===== src/rtl/scoreboard_pkg.sv =====
// Shared definitions for the pipeline hazard scoreboard.
// Latency: n/a (types, constants and helpers only).
// Backpressure: n/a.
//
// Holds the per-stage entry field widths and the select-width helper used to
// size the forwarding-select outputs (SEL_W = $clog2(STAGES)).
package scoreboard_pkg;

  // Entry layout: {valid, dest[REG_ADDR_W], wbEn, load}.
  localparam int ENTRY_VALID_W = 1;
  localparam int ENTRY_WB_W    = 1;
  localparam int ENTRY_LOAD_W  = 1;
  localparam int ENTRY_FLAG_W  = ENTRY_VALID_W + ENTRY_WB_W + ENTRY_LOAD_W;

  // Forwarding-select width for a given stage count. STAGES is at least 2,
  // so the result is never below 1 bit.
  function automatic int calcSelW(input int stages);
    return (stages < 2) ? 1 : $clog2(stages);
  endfunction

  // Total bits in one scoreboard entry for a given register-address width.
  function automatic int calcEntryW(input int regAddrW);
    return regAddrW + ENTRY_FLAG_W;
  endfunction

  // Select width for the default three-stage (EXE, MEM, WB) pipeline.
  localparam int SEL_W = calcSelW(3);

endpackage


===== src/rtl/scoreboard_match.sv =====
// Per-source hazard lookup: finds the youngest in-flight producer of one source.
// Latency: purely combinational, zero cycles.
// Backpressure: none; the result feeds the parent's stall and forward select.
//
// Ports:
//   src, srcUsed          source register address and whether it is read
//   entValid/WbEn/Load    per-stage entry flags, bit k = stage k
//   entDest               per-stage destination, flattened, stage k at [k*W +: W]
//   hit, hitStage, hitLoad  a producer exists, its stage index, and is it a load
module scoreboard_match
  import scoreboard_pkg::*;
#(
  parameter int REG_ADDR_W = 5,
  parameter int STAGES     = 3,
  parameter int SEL_W_P    = calcSelW(STAGES)
) (
  input  logic [REG_ADDR_W-1:0]        src,
  input  logic                         srcUsed,
  input  logic [STAGES-1:0]            entValid,
  input  logic [STAGES-1:0]            entWbEn,
  input  logic [STAGES-1:0]            entLoad,
  input  logic [STAGES*REG_ADDR_W-1:0] entDest,
  output logic                         hit,
  output logic [SEL_W_P-1:0]           hitStage,
  output logic                         hitLoad
);

  // r0 is hard-wired zero: it never creates a dependency, even as a load dest.
  logic srcLive;
  assign srcLive = srcUsed && (src != '0);

  // Scan oldest to youngest so the last assignment, the lowest stage index,
  // is the one that sticks: the youngest producer holds the newest value.
  always_comb begin
    hit      = 1'b0;
    hitStage = '0;
    hitLoad  = 1'b0;
    for (int k = STAGES - 1; k >= 0; k--) begin
      if (srcLive && entValid[k] && entWbEn[k] &&
          (entDest[k*REG_ADDR_W +: REG_ADDR_W] == src)) begin
        hit      = 1'b1;
        hitStage = SEL_W_P'(k);
        hitLoad  = entLoad[k];
      end
    end
  end

endmodule


===== src/rtl/pipe_scoreboard.sv =====
// In-order pipeline scoreboard: tracks post-decode producers, stalls decode on
// load-use hazards and registers the EXE operand forwarding selects.
// Latency: stall is combinational; ex_fw_sel1/2 and stage_valid update one edge
// after issue. Backpressure: stall holds IF/ID; hold freezes every tracked stage.
//
// Ports:
//   clk, rst              clock and synchronous active-high reset
//   hold                  memory wait, freezes entries and forward selects
//   flush                 taken branch, the decode instruction is not issued
//   id_*                  decode-stage instruction (sources, dest, write/load flags)
//   stall                 hold IF and ID this cycle
//   ex_fw_sel1/2          EXE operand select: 0 = register file, j = stage j result
//   stage_valid           per-stage occupancy, bit 0 = EXE
//   stall_cnt, flush_cnt  saturating event counters, present only when
//                         SCOREBOARD_STATS_EN is defined
module pipe_scoreboard
  import scoreboard_pkg::*;
#(
  parameter int REG_ADDR_W = 5,
  parameter int STAGES     = 3,
  parameter int LOAD_STAGE = 2,
  localparam int SEL_W_L   = calcSelW(STAGES)
) (
  input  logic                  clk,
  input  logic                  rst,
  input  logic                  hold,
  input  logic                  flush,
  input  logic                  id_valid,
  input  logic [REG_ADDR_W-1:0] id_src1,
  input  logic [REG_ADDR_W-1:0] id_src2,
  input  logic                  id_src1_used,
  input  logic                  id_src2_used,
  input  logic [REG_ADDR_W-1:0] id_dest,
  input  logic                  id_wb_en,
  input  logic                  id_mem_r_en,
  output logic                  stall,
  output logic [SEL_W_L-1:0]    ex_fw_sel1,
  output logic [SEL_W_L-1:0]    ex_fw_sel2,
  output logic [STAGES-1:0]     stage_valid
`ifdef SCOREBOARD_STATS_EN
  ,
  output logic [31:0]           stall_cnt,
  output logic [31:0]           flush_cnt
`endif
);

  typedef struct packed {
    logic                  valid;
    logic [REG_ADDR_W-1:0] dest;
    logic                  wbEn;
    logic                  load;
  } entry_t;

  // entries[0] is EXE; higher indices are older instructions.
  entry_t entries [STAGES];

  logic [STAGES-1:0]            entValid;
  logic [STAGES-1:0]            entWbEn;
  logic [STAGES-1:0]            entLoad;
  logic [STAGES*REG_ADDR_W-1:0] entDest;

  for (genvar k = 0; k < STAGES; k++) begin : g_flat
    assign entValid[k]                          = entries[k].valid;
    assign entWbEn[k]                           = entries[k].wbEn;
    assign entLoad[k]                           = entries[k].load;
    assign entDest[k*REG_ADDR_W +: REG_ADDR_W]  = entries[k].dest;
  end

  assign stage_valid = entValid;

  // ---------------------------------------------------------------------------
  // Per-source producer lookup
  // ---------------------------------------------------------------------------
  logic               hit1;
  logic               hit2;
  logic [SEL_W_L-1:0] hitStage1;
  logic [SEL_W_L-1:0] hitStage2;
  logic               hitLoad1;
  logic               hitLoad2;

  scoreboard_match #(
    .REG_ADDR_W (REG_ADDR_W),
    .STAGES     (STAGES),
    .SEL_W_P    (SEL_W_L)
  ) u_match1 (
    .src      (id_src1),
    .srcUsed  (id_src1_used),
    .entValid (entValid),
    .entWbEn  (entWbEn),
    .entLoad  (entLoad),
    .entDest  (entDest),
    .hit      (hit1),
    .hitStage (hitStage1),
    .hitLoad  (hitLoad1)
  );

  scoreboard_match #(
    .REG_ADDR_W (REG_ADDR_W),
    .STAGES     (STAGES),
    .SEL_W_P    (SEL_W_L)
  ) u_match2 (
    .src      (id_src2),
    .srcUsed  (id_src2_used),
    .entValid (entValid),
    .entWbEn  (entWbEn),
    .entLoad  (entLoad),
    .entDest  (entDest),
    .hit      (hit2),
    .hitStage (hitStage2),
    .hitLoad  (hitLoad2)
  );

  // A load in stage k has its data available to EXE from stage k+1 onward in
  // forwarding terms; if that is still short of LOAD_STAGE the consumer waits.
  function automatic logic loadTooYoung(input logic h, input logic isLoad,
                                        input logic [SEL_W_L-1:0] stg);
    return h && isLoad && ((int'(stg) + 1) < LOAD_STAGE);
  endfunction

  // The producer advances one stage on the issue edge, so the select names
  // k+1. A producer already in the last stage has written the register file
  // before decode reads it, so no forward is needed.
  function automatic logic [SEL_W_L-1:0] fwdSel(input logic h,
                                                input logic [SEL_W_L-1:0] stg);
    if (h && ((int'(stg) + 1) <= (STAGES - 1)))
      return SEL_W_L'(int'(stg) + 1);
    return '0;
  endfunction

  logic hazardStall;
  logic issue;

  assign hazardStall = loadTooYoung(hit1, hitLoad1, hitStage1) |
                       loadTooYoung(hit2, hitLoad2, hitStage2);
  assign stall       = hold | hazardStall;
  assign issue       = id_valid & ~stall & ~flush & ~hold;

  entry_t newEntry;
  always_comb begin
    newEntry       = '0;
    newEntry.valid = 1'b1;
    newEntry.dest  = id_dest;
    newEntry.wbEn  = id_wb_en;
    newEntry.load  = id_mem_r_en;
  end

  // ---------------------------------------------------------------------------
  // Stage shift register and forwarding selects
  // ---------------------------------------------------------------------------
  // Reset wins over hold and flush; hold wins over everything else, which is
  // why a flush arriving during hold is simply lost.
  always_ff @(posedge clk) begin
    if (rst) begin
      for (int k = 0; k < STAGES; k++) begin
        entries[k] <= '0;
      end
      ex_fw_sel1 <= '0;
      ex_fw_sel2 <= '0;
    end else if (!hold) begin
      for (int k = STAGES - 1; k > 0; k--) begin
        entries[k] <= entries[k-1];
      end
      entries[0] <= issue ? newEntry : entry_t'('0);
      ex_fw_sel1 <= issue ? fwdSel(hit1, hitStage1) : '0;
      ex_fw_sel2 <= issue ? fwdSel(hit2, hitStage2) : '0;
    end
  end

`ifdef SCOREBOARD_STATS_EN
  // ---------------------------------------------------------------------------
  // Saturating event counters. stall includes hold, so masking with ~hold
  // leaves only genuine hazard stalls.
  // ---------------------------------------------------------------------------
  always_ff @(posedge clk) begin
    if (rst) begin
      stall_cnt <= '0;
      flush_cnt <= '0;
    end else begin
      if (stall && !hold && (stall_cnt != 32'hFFFF_FFFF))
        stall_cnt <= stall_cnt + 32'd1;
      if (flush && !hold && (flush_cnt != 32'hFFFF_FFFF))
        flush_cnt <= flush_cnt + 32'd1;
    end
  end
`endif

endmodule


===== config.mk =====
export PLATFORM = sky130hd
export DESIGN_NAME = pipe_scoreboard
export DESIGN_NICKNAME = d
export VERILOG_FILES = /design/src/rtl/scoreboard_pkg.sv /design/src/rtl/scoreboard_match.sv /design/src/rtl/pipe_scoreboard.sv
export SDC_FILE = /design/constraint.sdc
export NUM_CORES = 1
export LEC_CHECK = 0
export BUFFER_PORTS_ARGS = -buffer_cell sky130_fd_sc_hd__buf_2
export CELL_PAD_IN_SITES_DETAIL_PLACEMENT = 0
export CELL_PAD_IN_SITES_GLOBAL_PLACEMENT = 1
export CORE_MARGIN = 3
export CORE_UTILIZATION = 47
export DETAILED_ROUTE_END_ITERATION = 6
export PLACE_DENSITY_LB_ADDON = 0.1
export SLEW_MARGIN = 15
export SYNTH_ARGS = -nofsm -noshare
export SYNTH_HDL_FRONTEND = slang
export SYNTH_SLANG_ARGS = --single-unit

===== constraint.sdc =====
create_clock -name clk -period 5.05 [get_ports clk]
set_clock_uncertainty 0.15 [all_clocks]
set_input_delay 0.2525 -clock clk [delete_from_list [all_inputs] [get_ports clk]]
set_output_delay 0.2525 -clock clk [all_outputs]
set_load 0.01 [all_outputs]

Word level (Yosys, flattened, before mapping):

Memories as Yosys holds them, arrays and structs flattened.
Index checks and enable logic that the tools add are counted.

* add/sub/neg operators: 2
* magnitude comparators: 4
* eq/ne operators: 6
* mux-type cells: 39
* bitwise gates (word level): 11
* reduce and logical (&&, ||, !) cells: 28

Operators by type and width (number)
* $le A32 B3 Y1 const B: 2
* $lt A32 B3 Y1 const B: 2
* $mux W8: 4
* $eq A5 B5 Y1: 6
* $logic_and A1 B1 Y1: 26
* $mux W2: 12
* $mux W1: 23
* $reduce_bool A5 Y1: 2
* $add A2 B1 Y3 const B: 2
* $or A1 B1 Y1: 5
* $and A1 B1 Y1: 3
* $not A1 Y1: 3

* register bits: 4
* RAM bits: 24
* input bits: 24
* output and inout bits: 8
* logic and storage cells: 93
* memories: 1

Memory list
* entries: words 3, bits a word 8, rd ports 3, clocked after memory_dff 0, wr ports 3, line pipe_scoreboard.sv:55 `entry_t entries [STAGES];`

Logic depth before layout (Yosys ltp):

Gate-level depths: netlist (run 1).

* depth in word-level cells: 19
* gate-level depth with buffers: 9
* gate-level depth less buffers: 9

Modules after synthesis:

From an unflattened synthesis (run 1), not the netlist that was laid out.

* cells, all modules: 155
* area total of the unflattened synthesis: 1669.1 um2

Modules (own cells, without submodules)
* pipe_scoreboard: instances 1, cells each 75, area each 1133.6 um2, seq. area each 800.8 um2
* scoreboard_match: instances 2, cells each 40, area each 267.8 um2, seq. area each 0.0 um2

Worst setup path after synthesis (run 1):

No wires, ideal clock.

* path type: flip-flop to flip-flop
* start point: memory entries[0][11] (netlist name)
* end point: memory entries[0][0] (netlist name) (data pin)
* setup time: 271 ps
* arrival time: 2011 ps
* data required time: 4629 ps
* setup slack: 2618 ps
* stages on the path, launching flop included: 10
* buffers on the path: 0
* clock period less this slack: 2432 ps
* path through: edfxtp_1 xor2_1 nor4_1 nand3_1 nand2_1 or2_1 ha_1 o21ai_0 o21ai_2 nor3b_2

RTL lines (line)
* start, declared: pipe_scoreboard.sv:55

==> flow_metrics.env, run 1 <==
export IMPL_std_cell_rows=21
export IMPL_clock_fmax_mhz=311
export IMPL_ys_async_sr_fraction_pct=0
export IMPL_synth_main_ff_cell="edfxtp_1"
export IMPL_cp_start_kind="flop"
export IMPL_yosys_top_cells_count="27 x xor2_1, 24 x edfxtp_1, 16 x and2_1, 10 x nand2_1, 8 x nand3_1"
export IMPL_io_pins=32
export IMPL_required_ps=4650
export IMPL_core_area_sq_mm=0.00349
export IMPL_start_util_pct=51.5
export IMPL_maxCapViolations=0
export IMPL_worstPathArrival_ps=2810
export IMPL_holdBufCountCts=0
export IMPL_dp_cells=238
export IMPL_routed_wl_um=4170
export IMPL_p_per_area_mw_per_mm2=227
export IMPL_die_w_um=67.9
export IMPL_grt_pass1_vias=1431
export IMPL_hold_violations=0
export IMPL_endpoint_kind="output pin"
export IMPL_ctsResizeCount=0
export IMPL_drive_gt1_share_pct=27.0
export IMPL_setup_worst_path_class="reg2out"
export IMPL_clock_latency_ps=270
export IMPL_hpwl_um=3300
export IMPL_synth_nets=189
export IMPL_tns_ps=0
export IMPL_synth_edff_count=24
export IMPL_drt_iter0_markers=79
export IMPL_synth_area_leader_cell="edfxtp_1"
export IMPL_period_minus_slack_ps=3210
export IMPL_grt_pass1_wl_um=6940
export IMPL_path_cells="xor2_1, nor4_1, nand4_1, or2_1, ha_1, o21ai_0, nor2_1, or3_1, buf_2"
export IMPL_grt_usage_pct=20.8
export IMPL_setup_viol=0
export IMPL_vias=1355
export IMPL_crit_fanout=6
export IMPL_grt_max_degree=25
export IMPL_drc=0
export IMPL_ys_ff_latch=28
export IMPL_cts_tree="done"
export IMPL_synth_distinct_cells=40
export IMPL_h_tree_depth=1
export IMPL_antenna_left=0
export IMPL_rsz0062_at_grt="no"
export IMPL_viasPerCell=5.60
export IMPL_netlist_area_sq_mm=0.00180
export IMPL_cts_path_max_buffers=2
export IMPL_yosysWarnings=0
export IMPL_slew_headroom_pct=40.0
export IMPL_drtPass1Iterations=4
export IMPL_fillers=315
export IMPL_yosys_top_cells_area="edfxtp_1 40%, xor2_1 13%, and2_1 5.6%"
export IMPL_syn_avg_cell_area_sq_um=11.0
export IMPL_gp_congestion=0.891
export IMPL_synth_top_area_share_pct=40.1
export IMPL_yosysMostFrequentCell="xor2_1"
export IMPL_die_area_sq_mm=0.00460
export IMPL_finalCritPeriodShare_pct=63.6
export IMPL_hp_class="in2reg"
export IMPL_ir_worst_vdd_mv=0.110
export IMPL_stdcell_count=242
export IMPL_antenna_found_initial=0
export IMPL_routedWlPerCell_um=17.2
export IMPL_cts_clk_slew_worst_paths_ps=90
export IMPL_critical_path_slowest_cell="nor4_1"
export IMPL_die_height_um=67.9
export IMPL_numPortBuffers=31
export IMPL_grt_overflow=0
export IMPL_p_leak_nw=0.836
export IMPL_area_growth_pct=13.5
export IMPL_diodes=0
export IMPL_timing_hold_ws_ps=141
export IMPL_fin_nets=223
export IMPL_root_buffer="clkbuf_8"
export IMPL_yosysSeqAreaShare_pct=44.5
export IMPL_slew_violations=0
export IMPL_status="completed"
export IMPL_p_total_uw=464
export IMPL_cts_sinks=28
export IMPL_cpPeakStageDelay_ps=470
export IMPL_netlist_instances=163
export IMPL_cts_buffers=3
export IMPL_tightest_slew_ps=898
export IMPL_cts_setup_buffers=0
[power breakdown]
| group | internal, mW | total (mW) | switching (mW) |
|---|---|---|---|
| combinational | 0.0268 | 0.0654 | 0.0386 |
| sequential | 0.263 | 0.275 | 0.0119 |
| clock | 0.0547 | 0.124 | 0.0693 |
| total | 0.344 | 0.464 | 0.120 |
[per-layer routing]
metal	wire length (um)	vias up	track usage [%]	part of all wire, %
li1	-	665	-	-
met1	1810	647	26.6	43
met2	2050	38	36.2	49
met3	258	5	2.96	6.2
met4	50	0	6.20	1.2
met5	0	-	0	0
[worst max-delay path, delay by kind of cell, from the launching register on]
kind	cells	cell delay [ps]
and+or+nand+nor	5	1320
adders and majority gates	1	180
AOI/OAI and AO/OA	1	260
buffers and inverters	1	140
xor gates and xnor gates	1	180
DFF	1	450
[path summary, 6_finish.rpt]
path                                 endpoint  slack, ps  cells past startpoint                    startpoint
setup reg to reg  entries[0][6]$_SDFFCE_PN0P_       2210                      8  entries[0][19]$_SDFFCE_PN0P_
hold / removal    entries[0][3]$_SDFFCE_PN0P_        140                      2                    id_dest[1]
setup / recovery                        stall       1840                      9  entries[0][19]$_SDFFCE_PN0P_
hold reg to reg    ex_fw_sel2[0]$_SDFFE_PP0N_        300                      2    ex_fw_sel2[0]$_SDFFE_PP0N_
[layout by cell type, fill, tap and decap left out, drive strengths merged, types with 4 or more instances in the layout]
cell,count
nor2,9
buf,31
nand2,11
nand3,9
and2,16
edfxtp,24
nand4,6
nor2b,4
nor3b,9
o21ai,9
xor2,27
nor4,8
dfxtp,4
[cell type report]
cell class                      instances  area, sq um  share of cell area, %
Clock inverter                          1         3.75                  0.184
Clock buffer                            3         41.3                   2.02
Timing Repair Buffer                   31          155                   7.60
Inverter                                2         7.51                  0.368
Sequential cell                        28          801                   39.2
Multi-Input combinational cell        131          975                   47.8
Tap cell                               46         57.6                   2.82
[logic make-up after synthesis]
family	Yosys count	synth area share [%]
and+or+nand+nor	83	31.5
xor gates and xnor gates	30	14.6
DFF	28	44.5
AOI/OAI and AO/OA	16	6.75
buffers and inverters	4	1.25
adders and majority gates	2	1.39
[flip-flops by register name, summed over array words and instances (netlist names)]
register    flops
ex_fw_sel2      2
ex_fw_sel1      2
entries        24
[metrics by stage]
stage	instance area, sq um	worst slack [ps]	utilization, %
global placement	2000	2270	57.1
floorplan	1800	2620	-
finish	2040	1840	58.4
CTS	2040	1820	58.4
detailed placement	2000	2140	57.1
global route	2040	1580	58.4
Note: power is estimated with default switching activity, not from simulation.
==> run 2: changes to the inputs <==
--- a/config.mk
+++ b/config.mk
@@ -9,7 +9,7 @@
 export CELL_PAD_IN_SITES_DETAIL_PLACEMENT = 0
 export CELL_PAD_IN_SITES_GLOBAL_PLACEMENT = 1
 export CORE_MARGIN = 3
-export CORE_UTILIZATION = 47
+export CORE_UTILIZATION = 39
 export DETAILED_ROUTE_END_ITERATION = 6
 export PLACE_DENSITY_LB_ADDON = 0.1
 export SLEW_MARGIN = 15
==> constraint.sdc (replaced) <==
create_clock -name clk -period 2.65 [get_ports clk]
set_clock_uncertainty 0.15 [all_clocks]
set_input_delay 0.1325 -clock clk [delete_from_list [all_inputs] [get_ports clk]]
set_output_delay 0.1325 -clock clk [all_outputs]
set_load 0.01 [all_outputs]
==> run 2 against run 1 <==
Final cell count increased by 7.9%. Combinational power grew 120%. Final area rose by 8.2%. First-iteration DRC count down 2.5%. Routed wire length increased by 0.55%. Largest cell class unchanged. Non-clock buffer count rose by 13. Largest power group unchanged. Global-route usage is 4.1 points lower. Setup slack lost 1800 ps. Sequential share of layout area decreased by 3.0 points.
==> flow_metrics.env, run 2 (synthesized netlist as in run 1, its figures left out) <==
export IMPL_antenna_found_initial=0
export IMPL_period_minus_slack_ps=2640
export IMPL_hpwl_um=3230
export IMPL_final_cell_area_sq_mm=0.00221
export IMPL_drtPass1Iterations=4
export IMPL_endpoint_kind="output pin"
export IMPL_area_growth_pct=22.8
export IMPL_maxCapViolations=0
export IMPL_std_cell_rows=24
export IMPL_hp_class="in2reg"
export IMPL_slew_headroom_pct=36.7
export IMPL_r2r_setup_slack_ps=200
export IMPL_fin_nets=236
export IMPL_io_pins=32
export IMPL_cts_path_max_buffers=2
export IMPL_viasPerCell=5.22
export IMPL_routed_wl_um=4190
export IMPL_r2r_cells=11
export IMPL_drt_iter0_markers=77
export IMPL_hold_violations=0
export IMPL_root_buffer="clkbuf_8"
export IMPL_largest_register_ffs=24
export IMPL_cts_buffers=3
export IMPL_cts_sinks=28
export IMPL_worstPathArrival_ps=2360
export IMPL_p_sw_uw=238
export IMPL_postPlaceCellArea_sq_mm=0.00206
export IMPL_status="completed"
export IMPL_clock_latency_ps=280
export IMPL_grt_overflow=0
export IMPL_regMostFlops="entries"
export IMPL_p_sw_share_pct=26.2
export IMPL_fillers=424
export IMPL_finalCritPeriodShare_pct=99.5
export IMPL_tightest_slew_ps=946
export IMPL_r2r_start="entries[0][13]$_SDFFCE_PN0P_"
export IMPL_top_regs="entries: 24 flops, ex_fw_sel1: 2 flops, ex_fw_sel2: 2 flops"
export IMPL_ir_worst_vdd_mv=0.217
export IMPL_grt_max_degree=19
export IMPL_die_area_sq_mm=0.00546
export IMPL_hold_path_depth=2
export IMPL_grt_pass1_wl_um=6910
export IMPL_required_ps=2370
export IMPL_core_area_sq_mm=0.00441
export IMPL_diodes=0
export IMPL_min_to="entries[0][6]$_SDFFCE_PN0P_"
export IMPL_seq_power_share_pct=57.3
export IMPL_p_int_uw=671
export IMPL_die_height_um=73.9
export IMPL_slew_violations=0
export IMPL_crit_fanout=2
export IMPL_die_w_um=73.9
export IMPL_p_leak_nw=0.916
export IMPL_setup_worst_path_class="reg2out"
export IMPL_min_from="id_dest[4]"
export IMPL_numPortBuffers=31
export IMPL_antenna_left=0
export IMPL_grt_pass1_vias=1449
export IMPL_cts_tree="done"
export IMPL_cts_clk_slew_worst_paths_ps=100
export IMPL_drive_gt1_share_pct=35.4
export IMPL_routedWlPerCell_um=16.0
export IMPL_grt_usage_pct=16.6
export IMPL_vias=1362
export IMPL_comb_power_share_pct=15.9
export IMPL_cp_start_kind="flop"
export IMPL_h_tree_depth=1
export IMPL_setup_viol=0
export IMPL_drc=0
export IMPL_clockPowerShare_pct=26.7
export IMPL_timing_hold_ws_ps=18.2
export IMPL_final_common_cell="buf_2"
export IMPL_clock_fmax_mhz=379
export IMPL_rsz0062_at_grt="yes"
export IMPL_holdBufCountCts=0
export IMPL_start_util_pct=40.7
export IMPL_gp_congestion=0.837
export IMPL_timing_rr_end="entries[0][1]$_SDFFCE_PN0P_"
export IMPL_final_cell_mix="31 x buf_2, 26 x xor2_1, 24 x edfxtp_1"
export IMPL_p_per_area_mw_per_mm2=412
run 2: layer usage:
| layer | GRT usage, % | part of all wire [%] | up-vias | wire length [um] |
|---|---|---|---|---|
| met3 | 2.19 | 5.6 | 4 | 235 |
| li1 | - | - | 687 | - |
| met4 | 3.62 | 0.76 | 0 | 32 |
| met1 | 22.9 | 47 | 638 | 1960 |
| met2 | 27.9 | 47 | 33 | 1960 |
| met5 | 0 | 0 | - | 0 |
run 2: stage by stage:
| stage | instances | util, % | setup WS, ps | TNS [ps] | power [mW] |
|---|---|---|---|---|---|
| 3_5_place_dp | 250 | 46.7 | 143 | 0 | 0.662 |
| 4_1_cts | 256 | 48.6 | -14.2 | -14.2 | 0.911 |
| 3_3_place_gp | 250 | 46.7 | 159 | 0 | 0.659 |
| 2_1_floorplan | 163 | - | 218 | 0 | 0.601 |
| 6_report | 261 | 50.0 | 12.4 | 0 | 0.910 |
| 5_1_grt | 261 | 50.0 | -128 | -128 | 0.954 |
run 2: power groups by stage:
stage	clock (mW)	sequential [mW]	combinational [mW]
2_1_floorplan	0	0.527	0.0732
5_1_grt	0.269	0.525	0.160
4_1_cts	0.253	0.522	0.135
3_5_place_dp	0	0.532	0.130
3_3_place_gp	0	0.532	0.127
6_report	0.243	0.522	0.145
run 2: timing repair:
action | CTS | global route
setup buffers | 2 | 5
endpoints found under the setup margin | 1 | 13
pin swaps | 6 | 6
resized for setup | 6 | 4
run 2: layout make-up:
cell class,count,area (sq um),area share (%)
sequential,28,801,36.3
inverter,2,7.51,0.340
clock buffer,4,45.0,2.04
multi-input combinational,131,1020,46.4
timing repair buffer,44,265,12.0
tap,52,65.1,2.95
run 2: worst max-delay path by stage:
stage                                             from                          end  cells after the start
final                     entries[0][19]$_SDFFCE_PN0P_                        stall                      9
after global routing      entries[0][19]$_SDFFCE_PN0P_                        stall                      9
after CTS                 entries[0][18]$_SDFFCE_PN0P_                        stall                      9
after detailed placement  entries[0][19]$_SDFFCE_PN0P_                        stall                      9
after global placement    entries[0][19]$_SDFFCE_PN0P_                        stall                      9
after floorplan           entries[0][11]$_SDFFCE_PN0P_  entries[0][0]$_SDFFCE_PN0P_                      9
run 2: critical path, cell delays in order, from the launching register on:
cell	delay, ps
edfxtp_1	420
xor2_1	200
nor4_2	330
and3_4	240
nand3_1	70
ha_1	210
o21ai_2	80
a31oi_4	50
or3_1	340
buf_2	140
